### src/rtl/mem_arb_pkg.sv
// Shared types for the unified-memory arbiter: FSM states, port owner
// encoding and the width of the latency counter.
package mem_arb_pkg;

    localparam int CNT_W = 4;

    typedef enum logic [1:0] {
        IDLE = 2'd0,
        BUSY = 2'd1,
        RESP = 2'd2
    } state_t;

    typedef enum logic {
        OWN_I = 1'b0,
        OWN_D = 1'b1
    } owner_t;

endpackage

### src/rtl/arb_lat_cnt.sv
// Loadable down-counter with a zero flag. It tracks how many cycles remain
// before the memory read data becomes valid.
module arb_lat_cnt #(
    parameter int W = 4
) (
    input  logic         clk,
    input  logic         rst,
    input  logic         load,
    input  logic         dec,
    input  logic [W-1:0] load_val,
    output logic         zero
);

    logic [W-1:0] cnt;

    // Load has priority; decrement saturates at zero.
    always_ff @(posedge clk or negedge rst) begin
        if (!rst)
            cnt <= '0;
        else if (load)
            cnt <= load_val;
        else if (dec && cnt != '0)
            cnt <= cnt - 1'b1;
    end

    assign zero = (cnt == '0);

endmodule

### src/rtl/mem_arbiter.sv
// Two-port (fetch I / data D) arbiter and sequencer for one shared
// fixed-latency memory. Optional round-robin tie breaking is enabled with
// the macro MEM_ARB_ROUND_ROBIN_EN; otherwise D always wins a tie.
module mem_arbiter
    import mem_arb_pkg::*;
#(
    parameter int LAT = 4,
    parameter int AW  = 16,
    parameter int DW  = 16
) (
    input  logic          clk,
    input  logic          rst,
    input  logic          i_req,
    input  logic [AW-1:0] i_addr,
    output logic [DW-1:0] i_rdata,
    output logic          i_done,
    output logic          i_stall,
    input  logic          d_req,
    input  logic          d_wr,
    input  logic [AW-1:0] d_addr,
    input  logic [DW-1:0] d_wdata,
    output logic [DW-1:0] d_rdata,
    output logic          d_done,
    output logic          d_stall,
    output logic          mem_en,
    output logic          mem_wr,
    output logic [AW-1:0] mem_addr,
    output logic [DW-1:0] mem_wdata,
    input  logic [DW-1:0] mem_rdata,
    output logic          err
);

    state_t        state;
    owner_t        owner;
    logic          pick_d;
    logic          grant;
    logic          cnt_zero;
    logic [AW-1:0] sel_addr;

    assign grant = (state == IDLE) && (i_req || d_req);

`ifdef MEM_ARB_ROUND_ROBIN_EN
    owner_t last_owner;

    // On a tie, the port that was not served last goes first.
    assign pick_d = d_req && (!i_req || last_owner == OWN_I);

    // Remember the most recent winner to alternate on ties.
    always_ff @(posedge clk or negedge rst) begin
        if (!rst)
            last_owner <= OWN_I;
        else if (grant)
            last_owner <= pick_d ? OWN_D : OWN_I;
    end
`else
    // Fixed priority: the memory stage holds the older instruction.
    assign pick_d = d_req;
`endif

    // Address of whichever port wins this cycle.
    always_comb begin
        sel_addr = pick_d ? d_addr : i_addr;
    end

    arb_lat_cnt #(.W(CNT_W)) u_cnt (
        .clk      (clk),
        .rst      (rst),
        .load     (grant),
        .dec      (state == BUSY),
        .load_val (CNT_W'(LAT - 1)),
        .zero     (cnt_zero)
    );

    // Sequencer FSM: grant in IDLE, wait LAT cycles in BUSY, pulse done in RESP.
    always_ff @(posedge clk or negedge rst) begin
        if (!rst) begin
            state     <= IDLE;
            owner     <= OWN_I;
            mem_en    <= 1'b0;
            mem_wr    <= 1'b0;
            mem_addr  <= '0;
            mem_wdata <= '0;
            i_rdata   <= '0;
            d_rdata   <= '0;
            i_done    <= 1'b0;
            d_done    <= 1'b0;
            err       <= 1'b0;
        end else begin
            mem_en <= 1'b0;
            i_done <= 1'b0;
            d_done <= 1'b0;
            case (state)
                IDLE: begin
                    if (grant) begin
                        owner     <= pick_d ? OWN_D : OWN_I;
                        mem_en    <= 1'b1;
                        mem_wr    <= pick_d && d_wr;
                        mem_addr  <= {sel_addr[AW-1:1], 1'b0};
                        mem_wdata <= pick_d ? d_wdata : '0;
                        if (sel_addr[0])
                            err <= 1'b1;
                        state     <= BUSY;
                    end
                end
                BUSY: begin
                    if (cnt_zero) begin
                        if (owner == OWN_D) begin
                            d_done <= 1'b1;
                            if (!mem_wr)
                                d_rdata <= mem_rdata;
                        end else begin
                            i_done  <= 1'b1;
                            i_rdata <= mem_rdata;
                        end
                        state <= RESP;
                    end
                end
                // Requests are ignored here so a held req is not re-granted.
                RESP:    state <= IDLE;
                default: state <= IDLE;
            endcase
        end
    end

    assign i_stall = i_req && !i_done;
    assign d_stall = d_req && !d_done;

endmodule
### config.mk
export PLATFORM = sky130hd
export DESIGN_NAME = mem_arbiter
export DESIGN_NICKNAME = d
export VERILOG_FILES = /design/src/rtl/mem_arb_pkg.sv /design/src/rtl/arb_lat_cnt.sv /design/src/rtl/mem_arbiter.sv
export SDC_FILE = /design/constraint.sdc
export NUM_CORES = 1
export LEC_CHECK = 0
export ABC_CLOCK_PERIOD_IN_PS = 6590
export CAP_MARGIN = 15
export CORE_UTILIZATION = 45
export CTS_CLUSTER_DIAMETER = 200
export DETAILED_ROUTE_END_ITERATION = 8
export PLACE_DENSITY_LB_ADDON = 0.1
export SLEW_MARGIN = 20
export SYNTH_ARGS = -nofsm -noshare
export SYNTH_HDL_FRONTEND = slang
export SYNTH_SLANG_ARGS = --single-unit
### constraint.sdc
create_clock -name clk -period 6.59 [get_ports clk]
set_input_delay 1.318 -clock clk [delete_from_list [all_inputs] [get_ports clk]]
set_output_delay 1.318 -clock clk [all_outputs]
set_load 0.03 [all_outputs]
---- Yosys cells after proc, flatten, opt, wreduce, memory -nomap -nowiden ----
Index checks and enable logic that the tools add are counted.
word-level totals
  register bits after elaboration ......... 75
  input bits .............................. 69
cells by class
  add/sub/neg operators ................... 1
  equal/unequal tests ..................... 3
  mux-type cells .......................... 16
  bitwise operators ....................... 2
  reductions and logical operators ........ 17
operators by type and width
  operator                                                               count
  16-bit two-way mux                                                     2
  1-bit two-way mux                                                      9
  4-bit two-way mux                                                      2
  3-bit AND reduction                                                    2
  1-bit logical AND                                                      5
  4-bit logical NOT                                                      1
  2-bit two-way mux                                                      2
  2-bit != test, second input constant                                   2
  2-bit case mux with 2 select lines                                     1
  2-bit AND reduction                                                    2
  4-bit AND reduction                                                    1
  4-bit nonzero test                                                     1
  4-bit by 1-bit subtractor with 4-bit output, second input constant     1
  2-bit by 1-bit equality test with 1-bit output, second input constant  1
  1-bit logical NOT                                                      2
  2-bit logical NOT                                                      1
  1-bit inverter                                                         2
  2-bit nonzero test                                                     1
  1-bit logical OR                                                       1

---- Logic depth before layout (Yosys ltp) ----
  depth in word-level cells ............... 4
  gate-level depth with buffers ........... 7
  gate-level depth less buffers ........... 5

---- By module ----
A second synthesis with hierarchy kept.
second synthesis, totals
  cell total of the unflattened synthesis .. 207
  area total of the unflattened synthesis .. 3223.1 um2
by module, submodules not included
  module       times used  cells each  area each (um2)  seq. area each (um2)
  mem_arbiter  1           180         2952.8           1776.7
  arb_lat_cnt  1           27          270.3            100.1

---- Worst setup path before layout ----
Ideal clock, no wire load.
  path kind ............................... input -> output
  from .................................... input d_req
  to ...................................... output d_stall
  arrival time ............................ 2497 ps
  required time ........................... 5272 ps
  slack ................................... 2775 ps
  stages .................................. 3
  path buffers ............................ 2
  path through ............................ clkbuf_1 -> clkbuf_1 -> nor2b_1
on the way
  longest elaborated chain between the ends .. 1
RTL lines
  what               RTL line            text
  start, declared    mem_arbiter.sv:18   input logic d_req,
  1-bit logical AND  mem_arbiter.sv:126  assign d_stall = d_req && !d_done;
  end, declared      mem_arbiter.sv:24   output logic d_stall,
Every way passes these cells.

---- Worst setup path after layout ----
Ends and elaborated chain as after synthesis.

==> results.rst <==
.. list-table::
   :header-rows: 1

   * - Metric
     - Value
   * - Final total power
     - 2.49 mW
   * - Worst slew pin tran
     - 0.950 ns
   * - Sequential cell area
     - 1880 µm²
   * - Number of buffers inserted to repair setup after CTS
     - 0
   * - Critical Path RT
     - 5.27 ns
   * - Commonest cells after routing, fill and taps aside
     - clkdlybuf4s50_1, dfrtp_1, mux2_2, a22o_1, clkbuf_8
   * - Top cell type's share of synthesized area
     - 0.607
   * - Post-Synth Adder-Cell Area
     - 0.00810
   * - Wire length reported by the detailed router
     - 6900 µm
   * - Total area of multi-input combinational cells
     - 1120 µm²
   * - Startpoint Class
     - primary input
   * - Hold-fix buffers, CTS
     - 0
   * - Max-slew headroom at the worst pin
     - 0.367
   * - Sequential area share after synthesis
     - 0.607
   * - Drt first pass iters
     - 8
   * - Maximum number of pins on one net before global-route repair
     - 76
   * - Core outline area
     - 6490 µm²
   * - Met2 demand-to-capacity share in global routing
     - 0.320
   * - FF+latch count, synth
     - 75
   * - Buffers on Ports
     - 138
   * - Final critical-path share of the clock period
     - 0.688
   * - Total global-route track usage
     - 0.207
   * - Final HPWL DP
     - 4920 µm
   * - Fraction of synthesized area in multiplexers
     - 0.243
   * - Clock-pin slew on the worst setup and hold paths
     - 0.07 ns
   * - Unrepaired setup endpoints after global routing
     - no
   * - Via count of the first global-routing pass
     - 2268
   * - Site row count
     - 29
   * - Post-route standard cell area excluding fillers
     - 4760 µm²
   * - Share of final-layout standard cells stronger than drive strength 1
     - 0.239
   * - Number of distinct library cells after synthesis
     - 34
   * - Synth Area in Compound Gates
     - 0.0713
   * - Maximum VDD drop
     - 0.338 mV
   * - Slew Viols, Final
     - 0
   * - Sinks on Clock Net
     - 75
   * - Class of the most critical hold timing path
     - reg2reg
   * - Antenna violations before repair
     - 0
   * - Failing checks
     - design-rule violations
   * - Main area contributors after synthesis
     - dfrtp_1, mux2_2, a22o_1, mux2_4, o21ai_0
   * - Effective utilization at floorplan
     - 0.476
   * - Biggest fanout along the worst timing path
     - 20
   * - Overall die area
     - 7200 µm²
   * - Overall die width
     - 84.9 µm
   * - Vert. Die Dim
     - 84.9 µm
   * - Data arrival time of the critical path
     - 3.22 ns
   * - Max-cap violations
     - 0
   * - Clock root buffer master
     - clkbuf_8
   * - Number of I/O pins
     - 140
   * - Clock insertion delay at the later pin of the skew report
     - 0.34 ns
   * - Combinational family with the most area after synthesis
     - multiplexers
   * - Most used DFF post-synth
     - dfrtp_1
   * - Setup TNS
     - 0 ns
   * - Number of DRC violations after detailed-routing iteration 0
     - 115
   * - Endpoint kind of the worst setup timing path
     - output pin
   * - TritonCTS clock tree
     - yes
   * - First-pass GRT wire length
     - 11400 µm
   * - Global routing usage on met1
     - 0.256
   * - Area share of and/or/nand/nor cells after synthesis
     - 0.0389
   * - Layout Nets
     - 417
   * - Antenna cell count
     - 0
   * - Number of enable flip-flop cells after synthesis
     - 0
   * - Count of instances resized after the clock tree is built
     - 0
   * - Met3 usage in global routing
     - 0.0710
   * - Average instance area after synthesis
     - 14.9 µm²
   * - Cell Pwr Density
     - 523 nW/µm²
   * - H-tree levels
     - 3
   * - Type of the setup path with the least slack
     - in2out
   * - Number of nets in the synthesized netlist
     - 278
   * - Per-cell via count in the routed design
     - 5.14
   * - Time the worst path needs with I/O delays and setup
     - 4.54 ns
   * - Combined area of all synthesized cells
     - 3090 µm²
   * - Clock buffer count from CTS
     - 9
   * - P_leak
     - 2.07 nW
   * - Maximum count of clock buffers along a single path
     - 2
   * - Fraction of registers with async set or reset after synthesis
     - 1.00
   * - Final Hold Vio Count
     - 0
   * - Maximum clock skew at final layout
     - 0.00790 ns
   * - Post-synthesis share of cell area spent on xor and xnor gates
     - 0
   * - Number of endpoints failing setup at the final stage
     - 0
   * - Placed cell areas
     - 4500 µm²
   * - Post-route DRC violation count
     - 14
   * - Cells after synthesis
     - 207
   * - Wire per inst
     - 16.1 µm
   * - Fill cells
     - 441
   * - Commonest non-fill, non-tap cell in the layout
     - clkdlybuf4s50_1
   * - Synthesis-to-layout area growth
     - 54.1%
   * - Number of warnings printed during yosys synthesis
     - 0
   * - Total number of vias
     - 2201
   * - GR Overflow Total
     - 0
   * - GR peak layer
     - met2
   * - Dominant cell type by area after synthesis
     - dfrtp_1
   * - Worst setup slack for register-to-register paths
     - 3.99 ns
   * - Max frequency
     - 220 MHz
   * - ANT nets after route
     - 0
   * - Weighted congestion at the end of routability-driven global placement
     - 0.841
   * - Run status
     - complete, but fails checks
## metal layers
layer,wire length [µm],vias up
met5,0,-
met4,239,0
met3,687,19
met2,3050,108
met1,2930,1052
li1,-,1022
## power breakdown
part | internal [mW] | switching [mW]
Combinational | 0.597 | 0.654
Sequential | 0.676 | 0.120
Clock | 0.282 | 0.162
Total | 1.56 | 0.935
## cell type report
cell class	instances	share of cell area
Clock inverter	4	0.0200
Tap cell	77	0.0202
Inverter	6	0.00473
Timing Repair Buffer	139	0.291
Sequential cell	75	0.394
Multi-Input combinational cell	115	0.235
Clock buffer	12	0.0347
## stage by stage
stage               hold slack (ns)  utilization  instances  setup slack (ns)
floorplan                     0.480            -        207              2.77
global placement              0.458        0.693        412              2.09
detailed placement            0.467        0.693        412              2.05
CTS                           0.483        0.733        428              2.04
global route                  0.493        0.733        428              1.94
finish                        0.480        0.733        428              2.05
## final timing paths
path | cells after the start | from | to
min | 1 | err | err
max in group asynchronous | 1 | rst | d_rdata[15]
min in group asynchronous | 1 | rst | mem_addr[6]
min reg2reg | 1 | err | err
max | 3 | d_req | d_stall
max reg2reg | 5 | u_cnt.cnt[0] | d_rdata[11]
## synth_stat cells (2+ instances only)
cell / number
clkbuf_1: 5
mux2_2: 53
a21oi_1: 2
ha_1: 2
nor3_1: 4
inv_1: 5
mux2_4: 9
o21ai_0: 6
buf_1: 2
mux2i_1: 2
a22o_1: 17
dfrtp_1: 75
nor2b_1: 3
nor2_1: 2
## registers in the layout, indices dropped and copies added, names as in the netlist
register   cells
d_done         1
i_done         1
mem_wr         1
mem_addr      15
state          2
u_cnt.cnt      4
d_rdata       16
err            1
owner          1
mem_wdata     16
mem_en         1
i_rdata       16
## kinds of logic (layout without fill, tap and decap cells)
group / count (synthesis) / after routing
other: 1 / 1
AO/OA/AOI/OAI: 29 / 29
adder cells (fa/ha/maj): 2 / 2
multiplexers: 64 / 64
flip-flops: 75 / 75
AND/OR/NAND/NOR: 19 / 19
buffers and inverters: 17 / 161
## critical path, cell delays in order
cell	delay, ns
clkdlybuf4s50_1	1.02
nor2b_1	0.21
clkdlybuf4s50_1	0.67
No activity file was read; power rests on OpenSTA's default activity.
==> patch (same flow settings) <==
`DW`: 16 -> 32.
--- a/src/rtl/mem_arbiter.sv
+++ b/src/rtl/mem_arbiter.sv
@@ -6,7 +6,7 @@
 #(
     parameter int LAT = 4,
     parameter int AW  = 16,
-    parameter int DW  = 16
+    parameter int DW  = 32
 ) (
     input  logic          clk,
     input  logic          rst,
Interface: changed (5 resized); port bits go from 140 to 220. No check against the original RTL was run, so the function may have changed too.
==> patch against the original RTL <==
  * Global-route usage up 1.5 points
  * Critical path type unchanged
  * Largest power group unchanged
  * Total power up 74%
  * Cell count up 59%
  * Via count up 57%
  * Largest cell class unchanged
  * Synthesized area up 59%
  * Routed wire length up 73%
  * Sequential cell count up 48
  * Critical path depth unchanged
  * Setup slack worse by 0.0048 ns
  * Design area up 63%
  * Combinational power up 68%
  * Register-to-register slack worse by 0.10 ns
==> patch: results (changes against the original RTL) <==
[detailed_routing] average vias per placed instance 5.073 [-1.3%]
[status] result of the run finished, final reports clean
[global_route] maximum number of pins on one net before global-route repair 69 [-9.2%]
[power_and_ir_drop] cell internal pwr 0.002666 W [+71%]
[power_and_ir_drop] worst voltage drop across the vdd grid 300.1 µV [-11%]
[logic_synthesis] leading cell types by count after synthesis 123 x sky130_fd_sc_hd__dfrtp_1, 65 x sky130_fd_sc_hd__mux2_2, 33 x sky130_fd_sc_hd__a22o_1, 29 x sky130_fd_sc_hd__mux2_4, 12 x sky130_fd_sc_hd__clkbuf_1
[logic_synthesis] mux contribution to synthesized area 24.09% [-0.24 points]
[global_route] wire length of the first global-routing pass 18750 µm [+65%]
[layout] count of placed standard cells in the final layout, fillers left out 681 [+59%]
[detailed_routing] initial DRC count 129 [+12%]
[timing] clock period minus final worst setup slack 4.541 ns [+0.004770 ns]
[logic_synthesis] synthesized-area fraction occupied by ao, oa, aoi and oai cells 7.312% [+0.19 points]
[global_route] overall routing resource usage 22.19% [+1.5 points]
[clock_tree] Worst-Skew Late Latency 0.52 ns [+0.18 ns]
[detailed_routing] Total Wirelength 11950 µm [+73%]
[logic_synthesis] Seq/Total Area, Yosys 62.45% [+1.7 points]
[logic_synthesis] mean instance size in the synthesized netlist 15.85 µm² [+6.1%]
[timing] Final Hold Slack 0.4757 ns [-0.004263 ns]
[layout] fillers 719 [+63%]
[power_and_ir_drop] power dissipated by switching net loads 0.001663 W [+78%]
[placed_design] placement-stage cell area 0.007176 mm² [+59%]
[timing] Setup Skew 0.007562 ns [-0.0003375 ns]
[placed_design] PortBufs 218 [+58%]
[placed_design] cell count after placement 649 [+58%]
[global_route] number of global-route vias before repair 3640 [+60%]
-- patch: metal layers --
layer  wire [µm]  up-vias  global-route usage (%)
met1        4562     1724                   25.23
li1            -     1570                       -
met2        5996      146                   36.18
met3        1203       15                   10.46
met5           0        -                       0
met4         183        0                   8.708
-- patch: kinds of logic after synthesis --
family	after synthesis
compound gates	45
fa+ha+maj	2
buf+inv	25
flops	123
mux	96
other cells	1
simple gates	19
-- patch: cell type report --
cell class | count | area, µm² | share of cell area [%]
Clock buffer | 17 | 414.1 | 5.340
Timing Repair Buffer | 221 | 2202 | 28.39
Sequential cell | 123 | 3078 | 39.68
Inverter | 6 | 22.52 | 0.2904
Multi-Input combinational cell | 163 | 1703 | 21.96
Clock inverter | 15 | 166.4 | 2.146
Tap cell | 136 | 170.2 | 2.194
